### src/rtl/tlc_sensor_unit.sv
// Loop-detector conditioning for both approaches: synchronise, debounce, count
// waiting vehicles and discharge them while the approach has green.

module tlc_sensor_chan #(
  parameter int DB_CYCLES     = 16,
  parameter int DEPART_CYCLES = 8,
  parameter int CNT_W         = 4
) (
  input  logic             clk,
  input  logic             reset_n,
  input  logic             det_raw_i,
  input  logic             green_i,
  output logic             demand_o,
  output logic [CNT_W-1:0] queue_o,
  output logic             sat_o
);

  localparam int DB_W  = $clog2(DB_CYCLES + 1);
  localparam int DEP_W = (DEPART_CYCLES > 1) ? $clog2(DEPART_CYCLES) : 1;
  localparam logic [DB_W-1:0]  DB_LAST  = DB_W'(DB_CYCLES);
  localparam logic [DEP_W-1:0] DEP_LAST = DEP_W'(DEPART_CYCLES - 1);
  localparam logic [CNT_W-1:0] Q_MAX    = '1;

  typedef enum logic [1:0] {S_LOW, S_RISE, S_HIGH, S_FALL} db_state_e;

  logic [1:0]       sync_q;
  logic             det_s;
  db_state_e        state_q;
  logic [DB_W-1:0]  db_cnt_q;
  logic             arrive_q;
  logic [DEP_W-1:0] dep_cnt_q, dep_cnt_d;
  logic             count_en, depart;
  logic [CNT_W-1:0] queue_q, queue_d;
  logic             sat_q, sat_d;
  logic             demand_q;

  assign det_s = sync_q[1];

  always_ff @(posedge clk or negedge reset_n) begin
    if (!reset_n) sync_q <= 2'b00;
    else          sync_q <= {sync_q[0], det_raw_i};
  end

  // A level change is accepted only after DB_CYCLES stable synced cycles;
  // only an accepted rise produces the one-cycle arrival pulse.
  always_ff @(posedge clk or negedge reset_n) begin
    if (!reset_n) begin
      state_q  <= S_LOW;
      db_cnt_q <= '0;
      arrive_q <= 1'b0;
    end else begin
      arrive_q <= 1'b0;
      case (state_q)
        S_LOW: begin
          if (det_s) begin
            state_q  <= S_RISE;
            db_cnt_q <= DB_W'(1);
          end
        end
        S_RISE: begin
          if (!det_s) begin
            state_q <= S_LOW;
          end else if (db_cnt_q == DB_LAST) begin
            state_q  <= S_HIGH;
            arrive_q <= 1'b1;
          end else begin
            db_cnt_q <= db_cnt_q + DB_W'(1);
          end
        end
        S_HIGH: begin
          if (!det_s) begin
            state_q  <= S_FALL;
            db_cnt_q <= DB_W'(1);
          end
        end
        S_FALL: begin
          if (det_s) begin
            state_q <= S_HIGH;
          end else if (db_cnt_q == DB_LAST) begin
            state_q <= S_LOW;
          end else begin
            db_cnt_q <= db_cnt_q + DB_W'(1);
          end
        end
        default: state_q <= S_LOW;
      endcase
    end
  end

  // The discharge timer only runs with green and a non-empty queue, so a
  // depart can never be issued against an empty queue.
  always_comb begin
    count_en  = green_i && (queue_q != '0);
    depart    = count_en && (dep_cnt_q == DEP_LAST);
    dep_cnt_d = '0;
    if (count_en && !depart) dep_cnt_d = dep_cnt_q + DEP_W'(1);
  end

  always_comb begin
    queue_d = queue_q;
    sat_d   = sat_q;
    if (arrive_q && !depart) begin
      if (queue_q == Q_MAX) sat_d = 1'b1;
      else                  queue_d = queue_q + CNT_W'(1);
    end else if (depart && !arrive_q) begin
      queue_d = queue_q - CNT_W'(1);
    end
  end

  always_ff @(posedge clk or negedge reset_n) begin
    if (!reset_n) begin
      dep_cnt_q <= '0;
      queue_q   <= '0;
      sat_q     <= 1'b0;
      demand_q  <= 1'b0;
    end else begin
      dep_cnt_q <= dep_cnt_d;
      queue_q   <= queue_d;
      sat_q     <= sat_d;
      demand_q  <= (queue_d != '0);
    end
  end

  assign demand_o = demand_q;
  assign queue_o  = queue_q;
  assign sat_o    = sat_q;

endmodule

module tlc_sensor_unit #(
  parameter int DB_CYCLES     = 16,
  parameter int DEPART_CYCLES = 8,
  parameter int CNT_W         = 4
) (
  input  logic             clk,
  input  logic             reset_n,
  input  logic             det_a_raw,
  input  logic             det_b_raw,
  input  logic             Ga,
  input  logic             Gb,
  output logic             Sa,
  output logic             Sb,
  output logic [CNT_W-1:0] queue_a,
  output logic [CNT_W-1:0] queue_b,
  output logic             sat_a,
  output logic             sat_b
);

  tlc_sensor_chan #(
    .DB_CYCLES(DB_CYCLES), .DEPART_CYCLES(DEPART_CYCLES), .CNT_W(CNT_W)
  ) u_chan_a (
    .clk(clk), .reset_n(reset_n), .det_raw_i(det_a_raw), .green_i(Ga),
    .demand_o(Sa), .queue_o(queue_a), .sat_o(sat_a)
  );

  tlc_sensor_chan #(
    .DB_CYCLES(DB_CYCLES), .DEPART_CYCLES(DEPART_CYCLES), .CNT_W(CNT_W)
  ) u_chan_b (
    .clk(clk), .reset_n(reset_n), .det_raw_i(det_b_raw), .green_i(Gb),
    .demand_o(Sb), .queue_o(queue_b), .sat_o(sat_b)
  );

endmodule

### config.mk
export PLATFORM = sky130hd
export DESIGN_NAME = tlc_sensor_unit
export DESIGN_NICKNAME = d
export VERILOG_FILES = /design/src/rtl/tlc_sensor_unit.sv
export SDC_FILE = /design/constraint.sdc
export NUM_CORES = 1
export LEC_CHECK = 0
export CAP_MARGIN = 20
export CORE_ASPECT_RATIO = 0.75
export CORE_MARGIN = 4
export CORE_UTILIZATION = 35
export DETAILED_ROUTE_END_ITERATION = 8
export SLEW_MARGIN = 10
export SYNTH_ARGS = -nofsm -noshare
export SYNTH_HDL_FRONTEND = slang
export SYNTH_SLANG_ARGS = --single-unit
export TNS_END_PERCENT = 50
### constraint.sdc
create_clock -name clk -period 4.4 [get_ports clk]
set_clock_uncertainty 0.1 [all_clocks]
set_input_delay 0.66 -clock clk [delete_from_list [all_inputs] [get_ports clk]]
set_output_delay 0.66 -clock clk [all_outputs]
set_load 0.02 [all_outputs]
==> out/metrics.json, run 1 <==
{
  "status": "finished, final reports clean",
  "ctsHtreeMaxLevel": 2,
  "die_area_um2": 6720,
  "yosysTopAreaCell": "sky130_fd_sc_hd__dfrtp_1",
  "report.final.setup_viol": 0,
  "slew_headroom_pct": 46.3,
  "fin_crit_ps": 2530,
  "yosysWarningCount": 0,
  "syn-num-nets": 199,
  "die_width_um": 93.3,
  "synthesis.area_per_instance_um2": 10.6,
  "final_core_util_pct": 44.3,
  "report.final.hold_viol_count": 0,
  "met3_routed_length_um": 141,
  "die_height_um": 72.0,
  "synth_fa_ha_area_share_pct": 7.86,
  "cts.sink_count": 38,
  "critical_path.endpoint_type": "flop",
  "synth-compound-area-share_pct": 14.7,
  "synth.top_cells.by_count": "38 x sky130_fd_sc_hd__dfrtp_1, 20 x sky130_fd_sc_hd__nand2_1, 15 x sky130_fd_sc_hd__inv_1, 12 x sky130_fd_sc_hd__ha_1, 10 x sky130_fd_sc_hd__o21ai_0",
  "synth.lib_cells_used.distinct": 44,
  "vias_in_the_first_global_route": 1236,
  "cp.required_ps": 4460,
  "share_of_synthesized_cell_area_in_and_or_nand_and_nor_gates_pct": 19.6,
  "post-route-drc-count": 0,
  "hold_path.class": "reg2reg",
  "predominant_post_synthesis_flop_cell": "sky130_fd_sc_hd__dfrtp_1",
  "critical_path.max_stage_delay_ps": 530,
  "clock_latency_ps": 280,
  "startpoint_class_of_the_critical_path": "primary input",
  "achievable_clock_frequency_ghz": 0.395,
  "clk_pin_slew_worst_paths_ps": 70,
  "route.vias.total": 1350,
  "maximum_number_of_pins_on_one_net_before_global_route_repair": 39,
  "areaGrowthSynthToFinish_pct": 17.9,
  "clockRootBuffer": "sky130_fd_sc_hd__clkbuf_8",
  "synth_enable_flop_cells": 0,
  "nNetsFinal": 220,
  "hpwl_um": 2290,
  "timing_max_transition_violations_final": 0,
  "post_synth_main_area_contributors": "sky130_fd_sc_hd__dfrtp_1 50%, sky130_fd_sc_hd__ha_1 7.9%, sky130_fd_sc_hd__nand2_1 3.9%",
  "layout-drive-gt1-share_pct": 7.88,
  "cts_buffers": 5,
  "totalNegativeSetupSlack_ps": 0,
  "final.period_utilization_pct": 57.5,
  "detail_routed_net_length_per_standard_cell_um": 11.7,
  "worst-slew-pin-transition_ps": 806,
  "count_of_hold_buffers_inserted_by_post_cts_repair": 0,
  "port_buffers": 17,
  "global_route.usage.total_pct": 10.3,
  "synth_top_cell_area_share_pct": 49.8,
  "async_flop_share_pct": 100,
  "design_power_total_w": 0.000852,
  "syn_area_um2": 1910,
  "crit_family": "simple AND/OR/NAND/NOR gates",
  "cts_tree": "done",
  "n_fill_cell": 489,
  "critical_path.n_buffers_inverters": 1,
  "wirelength_um": 3210,
  "design.portCount": 18,
  "routed_metal_1_wire_length_um": 1720,
  "placementRows": 22,
  "post-synth-top-count-cell": "sky130_fd_sc_hd__dfrtp_1",
  "synth_top_family_by_area": "simple AND/OR/NAND/NOR gates",
  "xor_and_xnor_area_share_after_synthesis_pct": 1.83,
  "initial_core_utilization_pct": 37.5,
  "drt.antenna.violating_nets": 0,
  "cap_viol_max_count": 0,
  "synth.ff_latch_count": 38,
  "clockBufferDepth": 2,
  "criticalPathCategory": "in2reg",
  "postCtsResizedCells": 0,
  "power.ir.vdd_worst_mv": 0.180,
  "gpl.final_weighted_congestion": 0.762,
  "synthesis.instances": 181,
  "avg_vias_per_cell": 4.91,
  "seq_area_frac_synth_pct": 49.8,
  "grt_pass1_wl_um": 5600,
  "leakagePower_nw": 1.01,
  "setup_repair_after_global_routing_missed_its_margin": "false",
  "path_max_fanout": 8,
  "antenna_violations_before_repair": 0,
  "firstDrtPassIters": 4,
  "cp.arrival_ps": 2590,
  "routed-wl-met2_um": 1310,
  "cts_setup_buffers": 0,
  "power-per-cell-area_nw_per_um2": 378,
  "drt-initial-drc-count": 45,
  "synthMuxAreaShare_pct": 2.29,
  "highest-signal-layer": "met4",
  "grt-ovfl-total": 0,
  "antenna-diode-count": 0,
  "coreArea_um2": 5090,
  "critPathSlowestCell": "sky130_fd_sc_hd__or4_4",
  "crit_path_cell_trace": "clkdlybuf4s50_1 > nand2_1 > or4b_1 > a31o_2 > or4_4"
}
-- layout make-up --
type	instances	area [µm²]	share of cell area (%)
sequential	38	951	42.2
multi-input combinational	125	885	39.3
timing repair buffer	17	165	7.33
tap	72	90.1	4.00
clock buffer	7	76.3	3.39
inverter	15	56.3	2.50
clock inverter	1	30.0	1.33
-- power by group --
group	internal, W	switching [W]	total (W)
logic	0.0000719	0.0000741	0.000146
registers	0.000384	0.0000421	0.000426
clock network	0.000170	0.000111	0.000280
total	0.000625	0.000227	0.000852
-- routing by layer --
layer / vias up / global-route usage [%]
li1: 698 / -
met1: 632 / 14.8
met3: 3 / 3.63
met5: - / 0
met4: 0 / 2.93
met2: 17 / 14.6
-- cell usage in the layout, fill, tap and decap left out, types with 4 or more instances in the layout --
master,Yosys,final
sky130_fd_sc_hd__a21oi_1,5,5
sky130_fd_sc_hd__and2_1,4,4
sky130_fd_sc_hd__clkbuf_8,0,5
sky130_fd_sc_hd__clkdlybuf4s50_1,0,16
sky130_fd_sc_hd__dfrtp_1,38,38
sky130_fd_sc_hd__ha_1,12,12
sky130_fd_sc_hd__inv_1,15,15
sky130_fd_sc_hd__nand2_1,20,20
sky130_fd_sc_hd__nand3_1,7,7
sky130_fd_sc_hd__nor2b_1,4,4
sky130_fd_sc_hd__nor3b_1,7,7
sky130_fd_sc_hd__o21ai_0,10,10
sky130_fd_sc_hd__or3_1,4,4
sky130_fd_sc_hd__xnor2_1,4,4
-- sequential cells by signal, summed over array words and instances, names as in the netlist, 2 cells and up, named ones only --
name and flops:
u_chan_a.db_cnt_q 5, u_chan_b.queue_o 4, u_chan_b.dep_cnt_q 3, u_chan_b.sync_q 2, u_chan_b.db_cnt_q 5, u_chan_a.dep_cnt_q 3, u_chan_a.queue_o 4, u_chan_a.sync_q 2
-- through the flow --
stage | cells | cell area, µm² | hold slack [ps] | setup slack (ps)
final | 275 | 2250 | 250 | 1870
after floorplan | 181 | 1910 | 231 | 1910
after global routing | 275 | 2250 | 259 | 1830
after CTS | 275 | 2250 | 252 | 1880
after global placement | 267 | 2150 | 234 | 1600
after detailed placement | 267 | 2150 | 235 | 1580
-- path summary, 6_finish.rpt --
| check | from | end | slack, ps | cells after the start |
|---|---|---|---|---|
| max reg2reg | u_chan_b.queue_o[0] | u_chan_b.demand_o | 1930 | 6 |
| min reg2reg | u_chan_b.sync_q[0] | u_chan_b.sync_q[1] | 250 | 0 |
| max in group asynchronous | reset_n | u_chan_a.sat_o | 3320 | 1 |
| min | u_chan_b.sync_q[0] | u_chan_b.sync_q[1] | 250 | 0 |
| max | Gb | u_chan_b.demand_o | 1870 | 5 |
| min in group asynchronous | reset_n | u_chan_a.queue_o[3] | 360 | 1 |
-- cell families (layout without fill, tap and decap cells) --
| logic type | count (synthesis) | after routing |
|---|---|---|
| xor gates and xnor gates | 4 | 4 |
| buffers and inverters | 18 | 40 |
| and+or+nand+nor | 65 | 65 |
| adders and majority gates | 12 | 12 |
| DFF | 38 | 38 |
| muxes | 4 | 4 |
| AOI/OAI and AO/OA | 40 | 40 |
(Power assumes the default switching activity.)
==> inputs of run 2 (changes only) <==
Clock period 4.4 ns to 2.6 ns, I/O delays scaled along.
==> run 2 against run 1 <==
Sequential power is 69% higher. Largest power group unchanged. Utilization increased by 1.1 points. Highest routed layer unchanged. Sequential cell count unchanged. Register-to-register slack worse by 1800 ps.
==> out/metrics.json, run 2 (synthesis gave the netlist of run 1 again) <==
{
  "n_fill_cell": {"value": 483, "change": "was 489"},
  "cp.arrival": {"value": 2520, "unit": "ps", "change": "was 2590 ps"},
  "die_height": {"value": 72.0, "unit": "µm", "change": "unchanged"},
  "die_width": {"value": 93.3, "unit": "µm", "change": "unchanged"},
  "timing_max_transition_violations_final": {"value": 0, "change": "unchanged"},
  "power.share.switching": {"value": 26.1, "unit": "%", "change": "was 26.6%"},
  "leakagePower": {"value": 1.04, "unit": "nW", "change": "was 1.01 nW"},
  "comb_power_share": {"value": 15.8, "unit": "%", "change": "was 17.1%"},
  "startpoint_class_of_the_critical_path": {"value": "flop", "change": "was primary input"},
  "switchingPower": {"value": 0.000407, "unit": "W", "change": "was 0.000227 W"},
  "initial_core_utilization": {"value": 37.5, "unit": "%", "change": "unchanged"},
  "clockBufferDepth": {"value": 2, "change": "unchanged"},
  "final_core_util": {"value": 45.3, "unit": "%", "change": "was 44.3%"},
  "dpl-instance-area": {"value": 2170, "unit": "µm²", "change": "was 2150 µm²"},
  "ctsHtreeMaxLevel": {"value": 2, "change": "unchanged"},
  "drt-initial-drc-count": {"value": 53, "change": "was 45"},
  "reg2reg_setup_slack": {"value": 150, "unit": "ps", "change": "was 1930 ps"},
  "report.final.setup_viol": {"value": 0, "change": "unchanged"},
  "count_of_hold_buffers_inserted_by_post_cts_repair": {"value": 0, "change": "unchanged"},
  "final.period_utilization_pct": 94.3,
  "layout.cell_area.non_filler": {"value": 2310, "unit": "µm²", "change": "was 2250 µm²"},
  "cts_tree": {"value": "done", "change": "unchanged"},
  "cap_viol_max_count": {"value": 0, "change": "unchanged"},
  "clk_pin_slew_worst_paths": {"value": 80, "unit": "ps", "change": "was 70 ps"},
  "cts_setup_buffers": {"value": 0, "change": "unchanged"},
  "avg_vias_per_cell": {"value": 4.95, "change": "was 4.91"},
  "r2r-end": {"value": "u_chan_b.demand_o", "change": "unchanged"},
  "gpl.final_weighted_congestion": {"value": 0.798, "change": "was 0.762"},
  "slew_headroom": {"value": 44.1, "unit": "%", "change": "was 46.3%"},
  "placementRows": {"value": 22, "change": "unchanged"},
  "postCtsResizedCells": {"value": 0, "change": "unchanged"},
  "post-route-drc-count": {"value": 0, "change": "unchanged"},
  "vias_in_the_first_global_route": {"value": 1311, "change": "was 1236"},
  "setup_repair_after_global_routing_missed_its_margin": {"value": "false", "change": "unchanged"},
  "achievable_clock_frequency_ghz": 0.408,
  "die_area": {"value": 6720, "unit": "µm²", "change": "unchanged"},
  "nNetsFinal": {"value": 223, "change": "was 220"},
  "hold_path.class": {"value": "in2async", "change": "was reg2reg"},
  "totalNegativeSetupSlack": {"value": 0, "unit": "ps", "change": "unchanged"},
  "wirelength": {"value": 3290, "unit": "µm", "change": "was 3210 µm"},
  "grt_pass1_wl": {"value": 5770, "unit": "µm", "change": "was 5600 µm"},
  "r2r_cells": {"value": 6, "change": "unchanged"},
  "final_cell_mix": {"value": "38 x sky130_fd_sc_hd__dfrtp_1, 20 x sky130_fd_sc_hd__nand2_1, 16 x sky130_fd_sc_hd__clkdlybuf4s50_1", "change": "unchanged"},
  "hold_ws": {"value": 91.2, "unit": "ps", "change": "was 250 ps"},
  "layout-drive-gt1-share": {"value": 10.2, "unit": "%", "change": "was 7.88%"},
  "global_route.usage.total": {"value": 10.8, "unit": "%", "change": "was 10.3%"},
  "layout.cells.most_common": {"value": "sky130_fd_sc_hd__dfrtp_1", "change": "unchanged"},
  "status": {"value": "finished, final reports clean", "change": "unchanged"},
  "cts_buffers": {"value": 5, "change": "unchanged"},
  "cts.sink_count": {"value": 38, "change": "unchanged"},
  "detail_routed_net_length_per_standard_cell": {"value": 11.8, "unit": "µm", "change": "was 11.7 µm"},
  "criticalPathCategory": {"value": "reg2reg", "change": "was in2reg"},
  "regArea": {"value": 951, "unit": "µm²", "change": "unchanged"},
  "power_frac_clock": {"value": 38.0, "unit": "%", "change": "was 32.9%"},
  "timing.rr.start": {"value": "u_chan_b.queue_o[0]", "change": "unchanged"},
  "worst-slew-pin-transition": {"value": 839, "unit": "ps", "change": "was 806 ps"},
  "path_max_fanout": {"value": 6, "change": "was 8"},
  "largestRegisters": {"value": "u_chan_a.db_cnt_q (5), u_chan_b.db_cnt_q (5)", "change": "unchanged"},
  "hpwl": {"value": 2290, "unit": "µm", "change": "about the same"},
  "clock_latency": {"value": 290, "unit": "ps", "change": "was 280 ps"},
  "design.portCount": {"value": 18, "change": "unchanged"},
  "antenna-diode-count": {"value": 0, "change": "unchanged"},
  "grt-ovfl-total": {"value": 0, "change": "unchanged"},
  "int_pwr": {"value": 0.00116, "unit": "W", "change": "was 0.000625 W"},
  "area_occupied_by_multi_input_gates": {"value": 885, "unit": "µm²", "change": "unchanged"},
  "coreArea": {"value": 5090, "unit": "µm²", "change": "unchanged"},
  "drt.antenna.violating_nets": {"value": 0, "change": "unchanged"},
  "power-per-cell-area": {"value": 677, "unit": "nW/µm²", "change": "was 378 nW/µm²"},
  "power.ir.vdd_worst": {"value": 0.387, "unit": "mV", "change": "was 0.180 mV"},
  "report.final.hold_viol_count": {"value": 0, "change": "unchanged"},
  "power_frac_seq": {"value": 46.2, "unit": "%", "change": "was 50.0%"},
  "cp.required": {"value": 2660, "unit": "ps", "change": "was 4460 ps"},
  "route.vias.total": {"value": 1377, "change": "was 1350"},
  "areaGrowthSynthToFinish": {"value": 20.8, "unit": "%", "change": "was 17.9%"},
  "critical_path.endpoint_type": {"value": "flop", "change": "unchanged"},
  "port_buffers": {"value": 17, "change": "unchanged"},
  "post-place-ws": {"value": 157, "unit": "ps", "change": "was 1580 ps"},
  "firstDrtPassIters": {"value": 4, "change": "unchanged"},
  "maximum_number_of_pins_on_one_net_before_global_route_repair": {"value": 39, "change": "unchanged"},
  "clockRootBuffer": {"value": "sky130_fd_sc_hd__clkbuf_8", "change": "unchanged"},
  "antenna_violations_before_repair": {"value": 0, "change": "unchanged"},
  "fin_crit_ps": 2450,
  "layout_setup_ws": {"value": 147, "unit": "ps", "change": "was 1870 ps"}
}
[run 2: changes by cell type in the layout (fill, tap and decap cells not counted), sizes merged]
| cell | change |
|---|---|
| clkbuf | -2 |
| buf | +3 |
| clkinv | +1 |
| bufinv | +1 |
[run 2: through the flow]
stage,std cells,total power (W)
3_5_place_dp,270,0.000979
4_1_cts,278,0.00158
3_3_place_gp,270,0.000977
2_1_floorplan,181,0.000890
6_report,278,0.00156
5_1_grt,278,0.00165
[run 2: worst max path at each step]
stage	from	slack (ps)	to
floorplan	u_chan_b.queue_o[0]	110	u_chan_b.demand_o
global placement	Gb	180	u_chan_b.demand_o
detailed placement	Gb	160	u_chan_b.demand_o
CTS	u_chan_b.queue_o[0]	140	u_chan_b.demand_o
global route	u_chan_b.queue_o[0]	70	u_chan_b.demand_o
finish	u_chan_b.queue_o[0]	150	u_chan_b.demand_o
[run 2: area by class of cell]
type                    count  share of cell area [%]
multi-input cells         125                    38.3
inverters                  15                    2.44
clock inverters             3                    2.98
flip-flops and latches     38                    41.2
repair buffers             20                    8.13
well taps                  72                    3.90
clock buffers               5                    2.98
[run 2: per-layer routing]
| metal | GRT usage [%] | part of all wire [%] |
|---|---|---|
| met4 | 4.39 | 1.1 |
| met2 | 15.7 | 40 |
| met3 | 3.94 | 5.9 |
| met5 | 0 | 0 |
| met1 | 14.5 | 53 |
[run 2: power groups by stage]
stage	sequential, W	clock [W]	combinational (W)
2_1_floorplan	0.000729	0	0.000161
3_3_place_gp	0.000731	0	0.000245
3_5_place_dp	0.000730	0	0.000250
4_1_cts	0.000721	0.000612	0.000250
5_1_grt	0.000734	0.000640	0.000279
6_report	0.000722	0.000594	0.000247
[run 2: worst max-delay path: stages (launching register included)]
cell and delay (ps):
sky130_fd_sc_hd__dfrtp_1 410, sky130_fd_sc_hd__inv_1 90, sky130_fd_sc_hd__ha_1 220, sky130_fd_sc_hd__nor3b_2 190
sky130_fd_sc_hd__or4b_1 530, sky130_fd_sc_hd__a31o_2 260, sky130_fd_sc_hd__or4_4 520
